$ cat src/rtl/break_fetch_sequencer_pkg.sv
// break_fetch_sequencer_pkg: shared sizes, FSM states and wren slot codes for the break fetch sequencer
package break_fetch_sequencer_pkg;
  localparam int MC = 20;
  localparam int NSAT = 3;
  localparam int NSAT_BITS = 2;
  localparam int VAR_BITS = 12;
  typedef enum logic [2:0] {IDLE, RD0, LD1, LD2, LD3, DONE} state_t;
  localparam logic [NSAT_BITS-1:0] WREN_NONE = 2'b00;
  localparam logic [NSAT_BITS-1:0] WREN_S1 = 2'b01;
  localparam logic [NSAT_BITS-1:0] WREN_S2 = 2'b10;
  localparam logic [NSAT_BITS-1:0] WREN_S3 = 2'b11;
  function automatic logic [VAR_BITS-1:0] slot_var(input logic [NSAT*VAR_BITS-1:0] v, input logic [1:0] k);
    return v[k*VAR_BITS +: VAR_BITS];
  endfunction
  function automatic logic has_short(input logic [NSAT*VAR_BITS-1:0] v);
    return slot_var(v, 2'd0) == '0 || slot_var(v, 2'd1) == '0 || slot_var(v, 2'd2) == '0;
  endfunction
endpackage

$ cat src/rtl/break_fetch_sequencer_if.sv
// break_fetch_sequencer_if: candidate handshake, clause memory bus and selector load bus (stats ports with BFS_STATS_EN)
interface break_fetch_sequencer_if;
  import break_fetch_sequencer_pkg::*;
  logic cand_valid_i;
  logic cand_ready_o;
  logic [NSAT*VAR_BITS-1:0] cand_vars_i;
  logic mem_rd_o;
  logic [VAR_BITS-1:0] mem_addr_o;
  logic [MC-1:0] mem_break_i;
  logic [MC-1:0] mem_mask_i;
  logic [MC-1:0] clause_broken_o;
  logic [MC-1:0] mask_bits_o;
  logic [NSAT_BITS-1:0] wren_o;
  logic [NSAT-1:0] break_values_valid_o;
  logic result_ready_o;
`ifdef BFS_STATS_EN
  logic [31:0] stats_sets_o;
  logic [31:0] stats_short_o;
`endif
  modport master (
    input cand_valid_i, cand_vars_i, mem_break_i, mem_mask_i,
    output cand_ready_o, mem_rd_o, mem_addr_o, clause_broken_o, mask_bits_o, wren_o,
      break_values_valid_o, result_ready_o
`ifdef BFS_STATS_EN
    , output stats_sets_o, stats_short_o
`endif
  );
  modport slave (
    output cand_valid_i, cand_vars_i, mem_break_i, mem_mask_i,
    input cand_ready_o, mem_rd_o, mem_addr_o, clause_broken_o, mask_bits_o, wren_o,
      break_values_valid_o, result_ready_o
`ifdef BFS_STATS_EN
    , input stats_sets_o, stats_short_o
`endif
  );
endinterface

$ cat src/rtl/break_fetch_sequencer.sv
// break_fetch_sequencer: fetches three candidates' break/mask words and drives the selector load sequence (BFS_STATS_EN adds set counters)
module break_fetch_sequencer
  import break_fetch_sequencer_pkg::*;
(
  input logic clk,
  input logic reset,
  break_fetch_sequencer_if.master bus
);
  state_t state_q, state_d;
  logic [NSAT*VAR_BITS-1:0] vars_q, vars_d;
  logic accept, ld, live, rd;
  logic [1:0] ld_slot, rd_slot;
  // state register and candidate latch
  always_ff @(posedge clk or posedge reset) begin
    if (reset) begin
      state_q <= IDLE;
      vars_q <= '0;
    end else begin
      state_q <= state_d;
      vars_q <= vars_d;
    end
  end
  // next state and Moore outputs; slot data is passed through from memory in LD states
  always_comb begin
    accept = bus.cand_valid_i && state_q == IDLE;
    vars_d = accept ? bus.cand_vars_i : vars_q;
    state_d = state_q == IDLE ? (accept ? RD0 : IDLE) :
              state_q == RD0 ? LD1 :
              state_q == LD1 ? LD2 :
              state_q == LD2 ? LD3 :
              state_q == LD3 ? DONE : IDLE;
    ld = state_q == LD1 || state_q == LD2 || state_q == LD3;
    ld_slot = state_q == LD1 ? 2'd0 : state_q == LD2 ? 2'd1 : 2'd2;
    live = ld && slot_var(vars_q, ld_slot) != '0;
    rd = state_q == RD0 || state_q == LD1 || state_q == LD2;
    rd_slot = state_q == RD0 ? 2'd0 : state_q == LD1 ? 2'd1 : 2'd2;
  end
  assign bus.cand_ready_o = state_q == IDLE;
  assign bus.mem_rd_o = rd;
  assign bus.mem_addr_o = rd ? slot_var(vars_q, rd_slot) : '0;
  assign bus.clause_broken_o = live ? bus.mem_break_i : '0;
  assign bus.mask_bits_o = live ? bus.mem_mask_i : '0;
  assign bus.wren_o = state_q == LD1 ? WREN_S1 : state_q == LD2 ? WREN_S2 : state_q == LD3 ? WREN_S3 : WREN_NONE;
  assign bus.break_values_valid_o = state_q == LD3 ?
    {slot_var(vars_q, 2'd2) != '0, slot_var(vars_q, 2'd1) != '0, slot_var(vars_q, 2'd0) != '0} : '0;
  assign bus.result_ready_o = state_q == DONE;
`ifdef BFS_STATS_EN
  logic [31:0] sets_q, short_q;
  // accepted-set and short-clause counters, wrapping naturally
  always_ff @(posedge clk or posedge reset) begin
    if (reset) begin
      sets_q <= '0;
      short_q <= '0;
    end else if (accept) begin
      sets_q <= sets_q + 32'd1;
      short_q <= short_q + {31'd0, has_short(bus.cand_vars_i)};
    end
  end
  assign bus.stats_sets_o = sets_q;
  assign bus.stats_short_o = short_q;
`endif
endmodule

$ cat src/flat_wrapper.sv
// flat-port wrapper written by rule: the top's interface ports become plain ports
module break_fetch_sequencer_flat import break_fetch_sequencer_pkg::*;
  (clk, reset, bus_cand_valid_i, bus_cand_vars_i, bus_mem_break_i, bus_mem_mask_i, bus_cand_ready_o, bus_mem_rd_o, bus_mem_addr_o, bus_clause_broken_o, bus_mask_bits_o, bus_wren_o, bus_break_values_valid_o, bus_result_ready_o);
  break_fetch_sequencer_if bus_i ();
  input logic clk;
  input logic reset;
  input wire logic [$bits(bus_i.cand_valid_i)-1:0] bus_cand_valid_i;
  input wire logic [$bits(bus_i.cand_vars_i)-1:0] bus_cand_vars_i;
  input wire logic [$bits(bus_i.mem_break_i)-1:0] bus_mem_break_i;
  input wire logic [$bits(bus_i.mem_mask_i)-1:0] bus_mem_mask_i;
  output wire logic [$bits(bus_i.cand_ready_o)-1:0] bus_cand_ready_o;
  output wire logic [$bits(bus_i.mem_rd_o)-1:0] bus_mem_rd_o;
  output wire logic [$bits(bus_i.mem_addr_o)-1:0] bus_mem_addr_o;
  output wire logic [$bits(bus_i.clause_broken_o)-1:0] bus_clause_broken_o;
  output wire logic [$bits(bus_i.mask_bits_o)-1:0] bus_mask_bits_o;
  output wire logic [$bits(bus_i.wren_o)-1:0] bus_wren_o;
  output wire logic [$bits(bus_i.break_values_valid_o)-1:0] bus_break_values_valid_o;
  output wire logic [$bits(bus_i.result_ready_o)-1:0] bus_result_ready_o;
  assign bus_i.cand_valid_i = bus_cand_valid_i;
  assign bus_i.cand_vars_i = bus_cand_vars_i;
  assign bus_i.mem_break_i = bus_mem_break_i;
  assign bus_i.mem_mask_i = bus_mem_mask_i;
  assign bus_cand_ready_o = bus_i.cand_ready_o;
  assign bus_mem_rd_o = bus_i.mem_rd_o;
  assign bus_mem_addr_o = bus_i.mem_addr_o;
  assign bus_clause_broken_o = bus_i.clause_broken_o;
  assign bus_mask_bits_o = bus_i.mask_bits_o;
  assign bus_wren_o = bus_i.wren_o;
  assign bus_break_values_valid_o = bus_i.break_values_valid_o;
  assign bus_result_ready_o = bus_i.result_ready_o;
  break_fetch_sequencer u_core (.clk(clk), .reset(reset), .bus(bus_i));
endmodule
$ cat config.mk
export PLATFORM = sky130hd
export DESIGN_NAME = break_fetch_sequencer_flat
export DESIGN_NICKNAME = d
export VERILOG_FILES = /design/src/rtl/break_fetch_sequencer_pkg.sv /design/src/rtl/break_fetch_sequencer_if.sv /design/src/rtl/break_fetch_sequencer.sv /design/src/flat_wrapper.sv
export SDC_FILE = /design/constraint.sdc
export NUM_CORES = 1
export LEC_CHECK = 0
export ABC_CLOCK_PERIOD_IN_PS = 2400
export BUFFER_PORTS_ARGS = -buffer_cell sky130_fd_sc_hd__buf_2
export CORE_UTILIZATION = 45
export CTS_CLUSTER_SIZE = 16
export DETAILED_ROUTE_END_ITERATION = 8
export PLACE_DENSITY = 0.85
export SLEW_MARGIN = 20
export SYNTH_ARGS = -nofsm -noshare
export SYNTH_HDL_FRONTEND = slang
export SYNTH_SLANG_ARGS = --single-unit
$ cat constraint.sdc
create_clock -name clk -period 2.4 [get_ports clk]
set_input_delay 0.12 -clock clk [delete_from_list [all_inputs] [get_ports clk]]
set_output_delay 0.12 -clock clk [all_outputs]
set_load 0.01 [all_outputs]
==> impl_metrics.yaml, run 1 <==
synth:
  syn_inst: 243
  synth.distinct_cells: 23
  ys_ff_latch: 39
  yosys.area.top_type_share: 0.424
  syn_area_sq_um: 2300
  yosys.area.top_type: "dfrtp_1"
  avgSynthCellArea_sq_um: 9.48
  ys_warn_count: 0
  ys_seq_area_frac: 0.424
  yosys-top-cells-area: "dfrtp_1, mux2_2, nor2_1, nand2_1, a22oi_1"
  synth_fp_nets: 322
floorplan:
  die_h_microns: 73.5
  core_area_sq_um: 4820
  initial_utilization: 0.478
  dieArea_sq_um: 5410
  rows: 25
  die_w_microns: 73.5
  io_pins: 139
global_route:
  grt_overflow: 0
  busiest_layer: "met2"
  grt_pass1_vias: 1958
  antenna_found_initial: 0
  grt_use_met2: 0.386
  grt_max_degree: 41
  met3_usage: 0.0604
  grt_pass1_wl_microns: 8920
  gr-usage-met1: 0.253
  track_usage: 0.217
final_layout:
  final_util: 0.651
  fill_cells: 408
  fin_nets: 457
  seq_area_sq_um: 976
  n_antenna_cell: 0
  syn_to_final_growth_pct: 36.2
  multiInputGateArea_sq_um: 1190
  layout-drive-gt1-share: 0.548
drt:
  vias: 2258
  avgRoutedWirePerCell_microns: 13.8
  drcViolationCount: 0
  ant_nets: 0
  vias_per_cell: 5.07
  first_pass_iters: 5
  initialDrtViolationCount: 86
  routed_wl_microns: 6150
timing:
  fin_skew_ps: 4.45
  max_freq_ghz: 0.441
  hold_viol_final: 0
  rsz0062_at_grt: "no"
  period_share: 0.945
  slew_headroom: 0.663
  period_minus_slack_ps: 2270
  worst_pin_slew_ps: 501
  fin_tns_setup_ps: 0
  finalMaxSlewViolations: 0
  finalSetupViolations: 0
worst_hold_path:
  hp-start: "bus_cand_vars_i[8]"
  hold_end: "u_core.vars_q[8]$_DFFE_PP0P_"
  hp-class: "input port to flop"
  min_path_cells: 2
setup_path:
  worstSetupStartpointType: "flop"
  crit_type: "flop to output pin"
  r2r_slack_ps: 670
  endpoint_kind: "output pin"
  cp-startpoint: "u_core.state_q[2]$_DFF_PP0_"
  ff2ff_path_depth: 4
  crit_fanout: 40
  timing.rr.end: "u_core.vars_q[5]$_DFFE_PP0P_"
  critPathArrivalTime_ps: 2150
  worstPathRequired_ps: 2280
  r2r_start: "u_core.state_q[0]$_DFF_PP0_"
cts:
  clock_latency_ps: 290
  cts_setup_buffers: 0
  numCtsBuffers: 5
  cts_tree: "built"
  clk_path_buf_depth: 2
  cts_htree_levels: 2
  cts.sinks: 39
  clkTransAtPathRegs_ps: 80
  cts_root_buffer: "clkbuf_8"
place:
  gp_congestion: 0.851
  dp_hpwl_microns: 4590
  port_buffers: 138
power_and_ir_drop:
  powerDensity_nw_per_um2: 1300
  power.leakage_nw: 1.72
  peakVddDrop_mv: 0.672
run:
  cap_violations: 0
outcome:
  status: "finished clean"
## metrics by stage
stage          instance area (sq um)  worst slack [ps]  cells  power, mW  hold WS, ps
6_report                        3140               132    445       4.07         52.9
5_1_grt                         3140              38.2    445       4.34         52.6
2_1_floorplan                   2300               783    243       2.82          272
3_5_place_dp                    3020               465    437       3.51          266
3_3_place_gp                    3020               463    437       3.44          248
4_1_cts                         3130               143    445       4.07         53.7
## power breakdown
| part | leakage (nW) | internal (mW) | switching (mW) |
|---|---|---|---|
| combinational | 1.21 | 1.10 | 1.07 |
| sequential | 0.463 | 0.996 | 0.372 |
| clock | 0.0502 | 0.304 | 0.230 |
| total | 1.72 | 2.40 | 1.67 |
## cells by family after synthesis
group	count (synthesis)	share of synthesized area
and+or+nand+nor	118	0.220
buffers and inverters	20	0.0603
xor gates and xnor gates	2	0.00761
muxes	48	0.235
AOI/OAI and AO/OA	16	0.0538
DFF	39	0.424
## layer usage
| layer | vias up | routed length, microns |
|---|---|---|
| li1 | 1092 | - |
| met1 | 1039 | 2510 |
| met2 | 114 | 3000 |
| met3 | 13 | 555 |
| met4 | 0 | 87 |
| met5 | - | 0 |
## cells in the final DEF (no fill, tap or decap)
master,n
and2_1,1
or2_2,1
nand2_1,43
a31oi_2,1
nor4_1,8
a21oi_2,1
nand4_1,1
bufinv_16,1
and3b_1,2
nor2_1,56
nor3_2,1
nor2b_1,2
a31oi_1,2
nand4b_1,1
clkbuf_8,5
mux2_2,48
clkinvlp_4,1
xnor2_1,2
nor4_2,1
a22oi_1,12
inv_1,1
buf_12,1
or3b_4,1
dlygate4sd3_1,1
buf_2,138
buf_4,7
dfrtp_1,39
## how the worst max path moves through the flow
stage                                               to  slack, ps  depth (start not counted)
after floorplan           u_core.vars_q[0]$_DFFE_PP0P_        780                          6
after detailed placement       bus_clause_broken_o[19]        460                          6
after global routing               bus_mask_bits_o[19]         40                          6
after global placement         bus_clause_broken_o[19]        460                          6
final                          bus_clause_broken_o[19]        130                          6
after CTS                      bus_clause_broken_o[19]        140                          6
## synthesized netlist by cell type
cell / n
nor2_1: 56
mux2_2: 48
nand2_1: 43
dfrtp_1: 39
a22oi_1: 12
nor4_1: 9
buf_6: 7
clkbuf_1: 7
buf_2: 3
a31oi_1: 2
and3b_1: 2
buf_4: 2
nor2b_1: 2
xnor2_1: 2
a21oi_2: 1
a31oi_2: 1
and2_1: 1
inv_1: 1
nand4_1: 1
nand4b_1: 1
nor3_2: 1
or2_2: 1
or3b_4: 1
## critical path: stages (launching register included)
cell and delay, ps:
dfrtp_1 570, or3b_4 470, a31oi_2 210, a21oi_2 40, buf_4 240, nor2_1 170
buf_2 150
## layout make-up
class	count	share of cell area
Clock buffer	5	0.0219
Clock inverter	2	0.0120
Inverter	1	0.00120
Multi-Input combinational cell	184	0.381
Sequential cell	39	0.311
Tap cell	67	0.0267
Timing Repair Buffer	147	0.246
## timing repair
item	in CTS	in global routing
endpoints found under the hold margin	39	0
endpoints found under the setup margin	0	38
hold buffers	1	0
resized for setup	0	1
## state kept, by name, indices dropped and copies added (netlist names)
name            flops
u_core.state_q      3
u_core.vars_q      36
Note: power is estimated with default switching activity, not from simulation.
==> inputs of run 2 (changes only) <==
Settings changed: ABC_CLOCK_PERIOD_IN_PS 2400 to 2100, CTS_BUF_LIST set to sky130_fd_sc_hd__clkbuf_8.
Clock period 2.4 ns to 2.1 ns, I/O delays scaled along.
==> run 2 against run 1 <==
  * Sequential power rose by 18%
  * First-iteration DRC count down 41%
  * Non-clock buffer count rose by 2
  * Clock-buffer cell count is 1 higher
  * Via count is 0.31% higher
  * Hold slack worse by 14 ps
==> impl_metrics.yaml, run 2 (same netlist as run 1, synthesis figures left out) <==
worst_hold_path:
  min_path_cells: 2
  hp-class: "input port to flop"
  hp-start: "bus_cand_vars_i[29]"
timing:
  max_freq_ghz: 0.502
  worst_pin_slew_ps: 504
  slew_headroom: 0.664
  finalSetupViolations: 0
  period_share: 0.948
  fin_skew_ps: 2.22
  finalMaxSlewViolations: 0
  fin_tns_setup_ps: 0
  hold_viol_final: 0
  period_minus_slack_ps: 1990
  hold_slack_ps: 38.8
setup_path:
  endpoint_kind: "output pin"
  ff2ff_path_depth: 5
  cp.depth: 6
  r2r_start: "u_core.state_q[0]$_DFF_PP0_"
  crit_type: "flop to output pin"
  crit_fanout: 40
  path_cells: "nor4_4 -> nand4b_1 -> a21oi_2 -> buf_12 -> nor2_1 -> buf_2"
  worstSetupStartpointType: "flop"
  max_stage_delay_ps: 420
  critPathArrivalTime_ps: 1890
  worstPathRequired_ps: 2000
  cp.buffers_inverters: 2
  path_delay_family: "simple AND/OR/NAND/NOR gates"
  cp-startpoint: "u_core.vars_q[0]$_DFFE_PP0P_"
  slowest_stage: "dfrtp_1"
place:
  port_buffers: 138
  gp_congestion: 0.846
  dp_hpwl_microns: 4700
  dpl-instance-area_sq_um: 3040
cts:
  cts.sinks: 39
  cts_tree: "built"
  clkTransAtPathRegs_ps: 70
  clock_latency_ps: 290
  clk_path_buf_depth: 2
  cts_root_buffer: "clkbuf_8"
  cts_htree_levels: 2
  numCtsBuffers: 5
power_and_ir_drop:
  powerDensity_nw_per_um2: 1480
  peakVddDrop_mv: 0.897
  power.leakage_nw: 1.74
final_layout:
  fill_cells: 388
  layout-drive-gt1-share: 0.563
  seq_area_sq_um: 976
  syn_to_final_growth_pct: 40.4
  regMostFlops: "u_core.vars_q"
  reg_top3: "u_core.vars_q x36, u_core.state_q x3"
  layout_common_cells: "buf_2, nor2_1, mux2_2"
  fin_nets: 459
  largest_reg_flops: 36
  multiInputGateArea_sq_um: 1280
  layout.cells.most_common: "buf_2"
  stdcell_area_sq_um: 3230
  n_antenna_cell: 0
drt:
  vias_per_cell: 5.07
  vias: 2265
  routed_wl_microns: 6460
  avgRoutedWirePerCell_microns: 14.5
  ant_nets: 0
  first_pass_iters: 4
  initialDrtViolationCount: 51
  drcViolationCount: 0
floorplan:
  rows: 25
  initial_utilization: 0.478
  io_pins: 139
  dieArea_sq_um: 5410
  core_area_sq_um: 4820
  die_h_microns: 73.5
  die_w_microns: 73.5
global_route:
  grt_pass1_vias: 2075
  track_usage: 0.230
  antenna_found_initial: 0
  grt_max_degree: 41
  grt_pass1_wl_microns: 9470
  grt_overflow: 0
run:
  cap_violations: 0
outcome:
  status: "finished clean"
-- run 2: cell count changes in the layout (fill, tap and decap cells not counted) --
cell,delta
nor4_1,-5
nor4_4,+5
a31oi_2,-1
a31oi_4,+1
buf_12,+1
buf_6,+1
bufinv_16,-1
clkbuf_8,+1
clkinv_2,+1
clkinvlp_4,-1
-- run 2: through the flow --
stage | util | power [mW] | instances | setup slack [ps]
after floorplan | - | 3.22 | 243 | 483
after global placement | 0.632 | 3.99 | 439 | 283
after detailed placement | 0.632 | 4.08 | 439 | 265
after CTS | 0.653 | 4.61 | 447 | 15.9
after global routing | 0.671 | 5.11 | 447 | -15.7
final | 0.671 | 4.79 | 447 | 108
-- run 2: power breakdown --
| group | internal, mW | switching, mW |
|---|---|---|
| Combinational | 1.36 | 1.31 |
| Sequential | 1.14 | 0.471 |
| Clock | 0.257 | 0.251 |
-- run 2: path summary, 6_finish.rpt --
kind	end	slack (ps)
min	u_core.vars_q[29]$_DFFE_PP0P_	40
max in group asynchronous	u_core.vars_q[7]$_DFFE_PP0P_	1270
min reg2reg	u_core.vars_q[22]$_DFFE_PP0P_	550
max reg2reg	u_core.vars_q[31]$_DFFE_PP0P_	340
min in group asynchronous	u_core.vars_q[27]$_DFFE_PP0P_	470
max	bus_mask_bits_o[18]	110
-- run 2: worst register-to-register path: stages, from the launching register on --
cell	delay, ps
dfrtp_1	400
buf_4	190
nor3_2	240
and2_1	210
buf_12	240
mux2_2	370
-- run 2: area by class of cell --
class,count,area share
clock buffer,6,0.0255
clock inverter,1,0.00155
inverter,1,0.00116
multi-input combinational,184,0.395
sequential,39,0.302
tap,67,0.0259
timing repair buffer,149,0.249
-- run 2: routing by layer --
metal,vias to the layer above,track usage,share of wire
met1,1053,0.284,0.42
met4,0,0.0833,0.013
met5,-,0,0
li1,1098,-,-
met2,106,0.393,0.50
met3,8,0.0494,0.068
-- run 2: what timing repair did --
item                       4_1_cts  5_1_grt
hold buffers                     1        0
setup endpoints to repair       40       40
buffers inserted                 0        0
hold endpoints to repair        39        0
resized for setup                1       12
==> inputs of run 3 (changes only) <==
Settings changed: ABC_AREA set to 1, CORE_ASPECT_RATIO set to 0.7, PLACE_DENSITY 0.85 to 0.84.
==> run 3 against run 2 <==
  * Total power is 4.6% higher
  * Clock power increased by 2%
  * First-iteration DRC count grew 41%
  * Clock skew is 2.7 ps higher
  * Critical path depth rose by 3
  * Sequential power fell by 13%
==> impl_metrics.yaml, run 3 <==
timing:
  hold_viol_final: 0
  finalMaxSlewViolations: 0
  period_share: 0.924
  worst_pin_slew_ps: 706
  max_freq_ghz: 0.515
  fin_skew_ps: 4.94
  hold_slack_ps: 22.7
  slew_headroom: 0.529
  fin_tns_setup_ps: 0
  finalSetupViolations: 0
  period_minus_slack_ps: 1940
outcome:
  status: "finished clean"
synth:
  yosys.area.top_type_share: 0.404
  ys_top_cells_by_count: "nand2_1, inv_1, dfrtp_1"
  synth_edf_count: 0
  syn_area_sq_um: 2420
  yosys-top-cells-area: "dfrtp_1, nand2_1, mux2_4, inv_1, nor2_1"
  avgSynthCellArea_sq_um: 7.80
  synth_fp_nets: 389
  syn_inst: 310
  yosys.area.top_type: "dfrtp_1"
  ys_seq_area_frac: 0.404
  async_flop_share: 1.00
  ys.flop_type: "dfrtp_1"
  ys_warn_count: 0
  synthMostInstantiatedCell: "nand2_1"
  synth.distinct_cells: 22
  ys_ff_latch: 39
place:
  port_buffers: 138
  dpl-instance-area_sq_um: 3120
  dp_hpwl_microns: 5280
  gp_congestion: 0.774
setup_path:
  cp.depth: 9
  endpoint_kind: "output pin"
  crit_type: "flop to output pin"
  r2r_slack_ps: 350
  crit_fanout: 40
  path_delay_family: "buffers and inverters"
  worstSetupStartpointType: "flop"
  crit_end: "bus_clause_broken_o[1]"
  critPathArrivalTime_ps: 1840
  cp-startpoint: "u_core.state_q[2]$_DFF_PP0_"
  max_stage_delay_ps: 430
  r2r_start: "u_core.state_q[1]$_DFF_PP0_"
  slowest_stage: "dfrtp_1"
  timing.rr.end: "u_core.vars_q[18]$_DFFE_PP0P_"
  worstPathRequired_ps: 2000
  path_cells: "inv_2 -> nand3_4 -> inv_2 -> nand2_1 -> nand3_1 -> buf_12 -> nand2_1 -> inv_1 -> buf_2"
  ff2ff_path_depth: 5
  cp.buffers_inverters: 5
final_layout:
  layout.cells.most_common: "buf_2"
  layout-drive-gt1-share: 0.431
  final_util: 0.652
  layout_common_cells: "buf_2, nand2_1, inv_1"
  regMostFlops: "u_core.vars_q"
  syn_to_final_growth_pct: 33.9
  fin_nets: 526
  reg_top3: "u_core.vars_q x36, u_core.state_q x3"
  largest_reg_flops: 36
  stdcell_area_sq_um: 3240
  n_antenna_cell: 0
cts:
  clock_latency_ps: 300
  clk_path_buf_depth: 2
  cts_root_buffer: "clkbuf_8"
  cts.sinks: 39
  cts_setup_buffers: 0
  clkTransAtPathRegs_ps: 80
  cts_tree: "built"
  cts_htree_levels: 2
  numCtsBuffers: 5
power_and_ir_drop:
  p_sw_mw: 2.33
  pwr-share-seq: 0.279
  internal_power_mw: 2.68
  power.leakage_nw: 2.10
  p_clk_frac: 0.103
  p_total_mw: 5.01
  peakVddDrop_mv: 0.734
  p_sw_frac: 0.466
  combPwrFrac: 0.617
  powerDensity_nw_per_um2: 1550
global_route:
  grt_overflow: 0
  antenna_found_initial: 0
  grt_pass1_vias: 2182
  grt_pass1_wl_microns: 10100
  grt_max_degree: 50
  track_usage: 0.238
worst_hold_path:
  hp-class: "input port to flop"
drt:
  avgRoutedWirePerCell_microns: 13.0
  vias_per_cell: 4.59
  ant_nets: 0
  vias: 2374
  routed_wl_microns: 6700
  first_pass_iters: 4
  drcViolationCount: 0
  initialDrtViolationCount: 72
floorplan:
  initial_utilization: 0.487
  dieArea_sq_um: 5680
  core_area_sq_um: 4970
  rows: 21
  io_pins: 139
  die_h_microns: 63.3
  die_w_microns: 89.6
run:
  cap_violations: 0
==> run 3: cell types whose count changed after synthesis, moves of 7 or more <==
cell     delta
nand2_1    +36
a22oi_1    -12
nor2_1     -18
inv_2       +7
nor4_1      -9
mux2_4     +18
inv_1      +56
a21oi_2     +8
a21oi_1    +20
mux2_2     -45
o21ai_0    +12
==> run 3: metal layers <==
metal  share of wire  wire [microns]  vias up  track usage
met5               0               0        -            0
met1            0.43            2880     1064        0.290
met3           0.067             446        9       0.0695
met2            0.49            3260       88        0.409
met4           0.017             116        0       0.0575
li1                -               -     1213            -
==> run 3: kinds of logic (layout without fill, tap and decap cells) <==
family,Yosys count,after routing,synth area share
compound gates,46,46,0.113
buf+inv,77,215,0.143
mux,21,21,0.126
flops,39,39,0.404
simple gates,127,127,0.215
==> run 3: metrics by stage <==
stage / cells / worst slack (ps)
after floorplan: 310 / 751
after global placement: 508 / 402
after detailed placement: 508 / 311
after CTS: 517 / 41.1
after global routing: 517 / -0.895
final: 517 / 159
==> run 3: power by group through the flow <==
| stage | clock network, mW | registers [mW] | logic [mW] |
|---|---|---|---|
| global route | 0.570 | 1.45 | 3.45 |
| CTS | 0.530 | 1.39 | 3.06 |
| global placement | 0 | 1.38 | 2.96 |
| finish | 0.517 | 1.40 | 3.09 |
| detailed placement | 0 | 1.41 | 3.03 |
| floorplan | 0 | 1.32 | 2.23 |
==> run 3: area by class of cell <==
class                           count  area, sq um
Tap cell                           69         86.3
Inverter                           64          240
Timing Repair Buffer              143          743
Fill cell                         458         1730
Clock inverter                      3         20.0
Multi-Input combinational cell    194         1100
Clock buffer                        5         68.8
Sequential cell                    39          976
==> run 3: repair_timing <==
item                                    CTS  global route
endpoints found under the setup margin   28            41
hold buffers                              1             0
gates resized for setup                   1             3
hold endpoints to repair                 39             0
==> run 3: worst register-to-register path, delay by kind of cell (launching register included) <==
kind          cells  cell delay (ps)
simple gates      3              680
buf+inv           1               80
flops             1              460
mux               1              430
==> run 3: how the worst min path moves through the flow <==
stage / from / endpoint / cells after the start
2_1_floorplan: bus_cand_vars_i[11] / u_core.vars_q[11]$_DFFE_PP0P_ / 1
3_5_place_dp: reset / u_core.vars_q[14]$_DFFE_PP0P_ / 3
6_report: bus_cand_vars_i[25] / u_core.vars_q[25]$_DFFE_PP0P_ / 2
4_1_cts: bus_cand_vars_i[25] / u_core.vars_q[25]$_DFFE_PP0P_ / 2
5_1_grt: bus_cand_vars_i[11] / u_core.vars_q[11]$_DFFE_PP0P_ / 2
3_3_place_gp: reset / u_core.vars_q[12]$_DFFE_PP0P_ / 3
